### src/rtl/axi_lite_read_responder.sv
// AXI4-Lite read responder for a bank of 32-bit registers: one outstanding R beat,
// decode/secure errors answered with SLVERR, per-register read strobe for clear-on-read owners.
module axi_lite_read_responder #(
   parameter int                  AXI_ARADDR_WIDTH = 8,
   parameter int                  AXI_DATA_WIDTH   = 32,
   parameter int                  NUM_REGS         = 16,
   parameter logic [NUM_REGS-1:0] SECURE_MASK      = '0
) (
   input  logic                        aclk,
   input  logic                        aresetn,
   input  logic                        arvalid,
   output logic                        arready,
   input  logic [AXI_ARADDR_WIDTH-1:0] araddr,
   input  logic [2:0]                  arprot,
   output logic                        rvalid,
   input  logic                        rready,
   output logic [AXI_DATA_WIDTH-1:0]   rdata,
   output logic [1:0]                  rresp,
   input  logic [NUM_REGS*32-1:0]      reg_rdata,
   output logic [NUM_REGS-1:0]         rd_pulse,
   output logic                        dbg_state
);

   localparam int                 IDX_W      = AXI_ARADDR_WIDTH - 2;
   localparam logic [IDX_W:0]     NUM_REGS_W = (IDX_W + 1)'(NUM_REGS);
   localparam logic [1:0]         RESP_OKAY  = 2'b00;
   localparam logic [1:0]         RESP_SLV   = 2'b10;

   typedef enum logic {
      IDLE = 1'b0,
      RESP = 1'b1
   } state_t;

   state_t                      state;
   state_t                      state_nxt;
   logic                        ar_hs;
   logic [IDX_W-1:0]            idx;
   logic                        idx_ok;
   logic                        sec_bit;
   logic                        resp_ok;
   logic [AXI_DATA_WIDTH-1:0]   word_sel;
   logic [NUM_REGS-1:0]         pulse_nxt;
   logic [AXI_DATA_WIDTH-1:0]   rdata_q;
   logic [1:0]                  rresp_q;
   logic [NUM_REGS-1:0]         rd_pulse_q;
   logic                        unused_addr_bits;

   // Valid/ready: a beat transfers on any rising edge where valid && ready are both high;
   // rvalid/rdata/rresp stay frozen until the R beat transfers, and a new AR is taken
   // only when the R slot is empty or being emptied in the same cycle.
   assign rvalid  = (state == RESP);
   assign arready = aresetn && (!rvalid || rready);
   assign ar_hs   = arvalid && arready;

   assign idx     = araddr[AXI_ARADDR_WIDTH-1:2];
   assign idx_ok  = ({1'b0, idx} < NUM_REGS_W);
   assign resp_ok = idx_ok && !(sec_bit && arprot[1]);

   assign unused_addr_bits = ^{araddr[1:0], arprot[2], arprot[0]};

   // Mux out the addressed word and its secure bit; out-of-range indices select nothing.
   always_comb begin
      word_sel  = '0;
      sec_bit   = 1'b0;
      pulse_nxt = '0;
      for (int i = 0; i < NUM_REGS; i++) begin
         if (idx == IDX_W'(i)) begin
            word_sel     = reg_rdata[32*i +: 32];
            sec_bit      = SECURE_MASK[i];
            pulse_nxt[i] = ar_hs && resp_ok;
         end
      end
   end

   always_comb begin
      state_nxt = state;
      case (state)
         IDLE:    if (ar_hs) state_nxt = RESP;
         RESP:    if (rready && !ar_hs) state_nxt = IDLE;
         default: state_nxt = IDLE;
      endcase
   end

   always_ff @(posedge aclk) begin
      if (!aresetn) begin
         state      <= IDLE;
         rdata_q    <= '0;
         rresp_q    <= RESP_OKAY;
         rd_pulse_q <= '0;
      end else begin
         state      <= state_nxt;
         rd_pulse_q <= pulse_nxt;
         if (ar_hs) begin
            rdata_q <= resp_ok ? word_sel : '0;
            rresp_q <= resp_ok ? RESP_OKAY : RESP_SLV;
         end
      end
   end

   assign rdata     = rdata_q;
   assign rresp     = rresp_q;
   assign rd_pulse  = rd_pulse_q;
   assign dbg_state = state;

endmodule

### config.mk
export PLATFORM = sky130hd
export DESIGN_NAME = axi_lite_read_responder
export DESIGN_NICKNAME = d
export VERILOG_FILES = /design/src/rtl/axi_lite_read_responder.sv
export SDC_FILE = /design/constraint.sdc
export NUM_CORES = 1
export LEC_CHECK = 0
export CAP_MARGIN = 20
export CORE_AREA = 2 2 223 225
export CTS_CLUSTER_SIZE = 40
export DETAILED_ROUTE_END_ITERATION = 7
export DIE_AREA = 0 0 225 227
export DONT_BUFFER_PORTS = 1
export HOLD_SLACK_MARGIN = 0.15
export PLACE_DENSITY_LB_ADDON = 0.2
export SKIP_LAST_GASP = 1
export SYNTH_ARGS = -nofsm -noshare
export SYNTH_HDL_FRONTEND = slang
export SYNTH_SLANG_ARGS = --single-unit
### constraint.sdc
create_clock -name aclk -period 3.5 [get_ports aclk]
set_clock_uncertainty 0.05 [all_clocks]
set_input_delay 0.7 -clock aclk [delete_from_list [all_inputs] [get_ports aclk]]
set_output_delay 0.7 -clock aclk [all_outputs]
set_load 0.005 [all_outputs]
==> metrics.md <==
| Metric | Value |
|---|---|
| Critical-path top delay cell | `a2111oi_0` |
| Setup-failing EPs final | `0` |
| H-tree depth | `2` |
| Cell Chain, Critical Path | `nand2b_1 -> nor2_1 -> a222oi_1 -> nand3_1 -> a2111oi_0 -> buf_4 -> o31ai_1` |
| Post-cts resize count | `0` |
| CP Launch Type | `input pin` |
| Sequential area share after synthesis | `16.1%` |
| Routed Antenna Nets | `0` |
| Syn-to-layout area delta | `15.3%` |
| PwrDens | `217 mW/mm^2` |
| Largest stage delay on the critical path | `770 ps` |
| Final TNS setup | `0 ps` |
| Area taken by multi-input logic gates | `0.00472 mm^2` |
| Port Buf Inserts | `0` |
| Slew HR | `34.4%` |
| Synthesized area | `0.00621 mm^2` |
| WP data required | `3640 ps` |
| Routed len/inst | `33.3 um` |
| Filler cell count in the final layout | `5,567` |
| Ports | `580` |
| Hold-fix buffers, CTS | `0` |
| Final Max Slew Viols | `0` |
| GPL Wtd Cong | `0.876` |
| CTS Buf Count | `5` |
| CP Class | `in2reg` |
| Hold slack | `452 ps` |
| Fmax | `348 MHz` |
| Syn avg cell area | `7.18 um^2` |
| Largest net degree at the start of global routing | `137` |
| Clock transition at path regs | `80 ps` |
| R2R Setup Slk | `1060 ps` |
| Pre-CTS WS | `311 ps` |
| Final Hold Fails | `0` |
| Leak | `0.00225 uW` |
| Overall global routing resource usage | `17.9%` |
| Post-synth cell types | `66` |
| Async set-or-reset flop fraction in the synthesized netlist | `0%` |
| Status | `completed` |
| CTS Root Cell | `clkbuf_16` |
| Core Util, Final | `14.7%` |
| Clock buffer depth | `2` |
| Post-Route WL | `48.7 mm` |
| Synth top area share | `16.1%` |
| Vias in the first global route | `7,558` |
| Die width | `225 um` |
| Ys Warns | `0` |
| Total Power | `1550 uW` |
| Worst skew pair latency | `310 ps` |
| Dpl hpwl | `40.7 mm` |
| Max VDD drop | `0.000156 V` |
| Hold WC Path Type | `in2reg` |
| CTS Sinks | `50` |
| Die height | `227 um` |
| # DRC | `0` |
| Initial antenna violation count | `15` |
| Fin crit period | `2870 ps` |
| Synth area leaders | `dfxtp_1, o21ai_0, mux4_2` |
| Syn_nets | `1,392` |
| Initial Util | `12.8%` |
| Final period utilization | `82.1%` |
| Core area | `0.0485 mm^2` |
| DRT iter0 DRCs | `573` |
| Gr ovfl total | `0` |
| Cells after Synth | `865` |
| Die area | `0.0511 mm^2` |
| FF+latch count, synth | `50` |
| FF+latch area | `0.00100 mm^2` |
| Top-count cell post-synth | `o21ai_0` |
| Site Rows | `81` |
| Post-CTS Setup Bufs | `0` |
| Synth area leader | `dfxtp_1` |
| Setup ws final | `625 ps` |
| Fraction of layout cells with a size suffix above 1 | `13.6%` |
| First-pass GRT wire length | `63.1 mm` |
| Top_reg_cell synth | `dfxtp_1` |
| Worst Tran Pin Value | `978 ps` |
| RSZ-0062 raised after global routing | `no` |
| Setup crit end kind | `flip-flop` |
| Crit-path max FO | `124` |
| Total number of vias | `7,474` |
| Commonest cells post-synth | `o21ai_0, nand2_1, nor2_1` |
| Max-cap viol count | `0` |
| Layout Nets | `1,354` |
| EDFF count, synth | `0` |
| CTS tree | `yes` |
| 1st-pass router iterations | `8` |
| CP arrival | `3020 ps` |
| Vias per cell | `5.12` |
-- per-stage QoR --
step | area [um^2] | instances
floorplan | 6210 | 865
global placement | 6980 | 1441
detailed placement | 6980 | 1442
CTS | 7130 | 1450
global route | 7150 | 1455
finish | 7160 | 1459
-- where the power goes --
group          switching [uW]  internal, uW  leakage (uW)  total, uW
registers                6.00           574      0.000403        580
logic                     242           173       0.00177        415
clock network             282           276     0.0000764        558
-- cells by family after synthesis --
logic type / synth area share (%)
and+or+nand+nor: 19.2
other: 0.0604
muxes: 15.2
buffers and inverters: 8.45
DFF: 16.1
AOI/OAI and AO/OA: 41.0
-- cell usage in the layout, fill, tap and decap left out, types with 4 or more instances in the layout --
| master | netlist | routed |
|---|---|---|
| o21a_1 | 11 | 11 |
| and2_1 | 5 | 5 |
| o31ai_1 | 7 | 7 |
| inv_1 | 26 | 26 |
| mux2i_1 | 31 | 31 |
| a21oi_1 | 55 | 55 |
| a2111oi_0 | 4 | 4 |
| a221o_1 | 5 | 5 |
| diode_2 | 0 | 9 |
| o21ai_1 | 6 | 6 |
| nor2_1 | 61 | 58 |
| a31oi_1 | 8 | 8 |
| a22oi_1 | 36 | 36 |
| o211ai_1 | 9 | 9 |
| nand2b_1 | 9 | 9 |
| nand3_1 | 21 | 20 |
| nand2_1 | 103 | 103 |
| o221ai_1 | 11 | 11 |
| a221oi_1 | 39 | 39 |
| o22ai_1 | 24 | 24 |
| a22o_1 | 7 | 7 |
| o21ai_0 | 104 | 104 |
| mux2_2 | 14 | 14 |
| nor3_1 | 15 | 15 |
| a211oi_1 | 12 | 12 |
| nor2b_1 | 6 | 5 |
| dfxtp_1 | 50 | 50 |
| mux4_2 | 21 | 21 |
| clkbuf_16 | 0 | 5 |
| buf_4 | 7 | 42 |
| a222oi_1 | 21 | 21 |
| nor2_2 | 7 | 9 |
-- final cells by class --
type	count	share of cell area, %
clock inverter	3	0.402
timing repair buffer	46	5.30
clock buffer	5	1.75
multi-input combinational	698	66.0
tap	622	10.9
sequential	50	14.0
inverter	26	1.36
antenna	9	0.315
-- worst max-delay path, delay by kind of cell --
family	cells	cell delay, ps
buf+inv	1	230
simple gates	3	860
compound gates	3	1180
-- flip-flops by register name, indices dropped and copies added (netlist names) --
signal     cells
rresp          1
rdata         32
rd_pulse      16
dbg_state      1
-- worst paths after layout --
check	start	to	depth (start not counted)
max	araddr[2]	rdata[28]	7
min	aresetn	rdata[8]	2
max reg2reg	dbg_state	rdata[7]	7
min reg2reg	rdata[20]	rdata[20]	2
-- metal layers --
metal,GRT usage (%),vias to the layer above,routed length [um]
met5,0,-,68
met4,5.43,10,985
met3,4.63,46,3760
met2,27.4,439,21700
met1,24.7,3685,22100
li1,-,3294,-
Note: power is estimated with default switching activity, not from simulation.
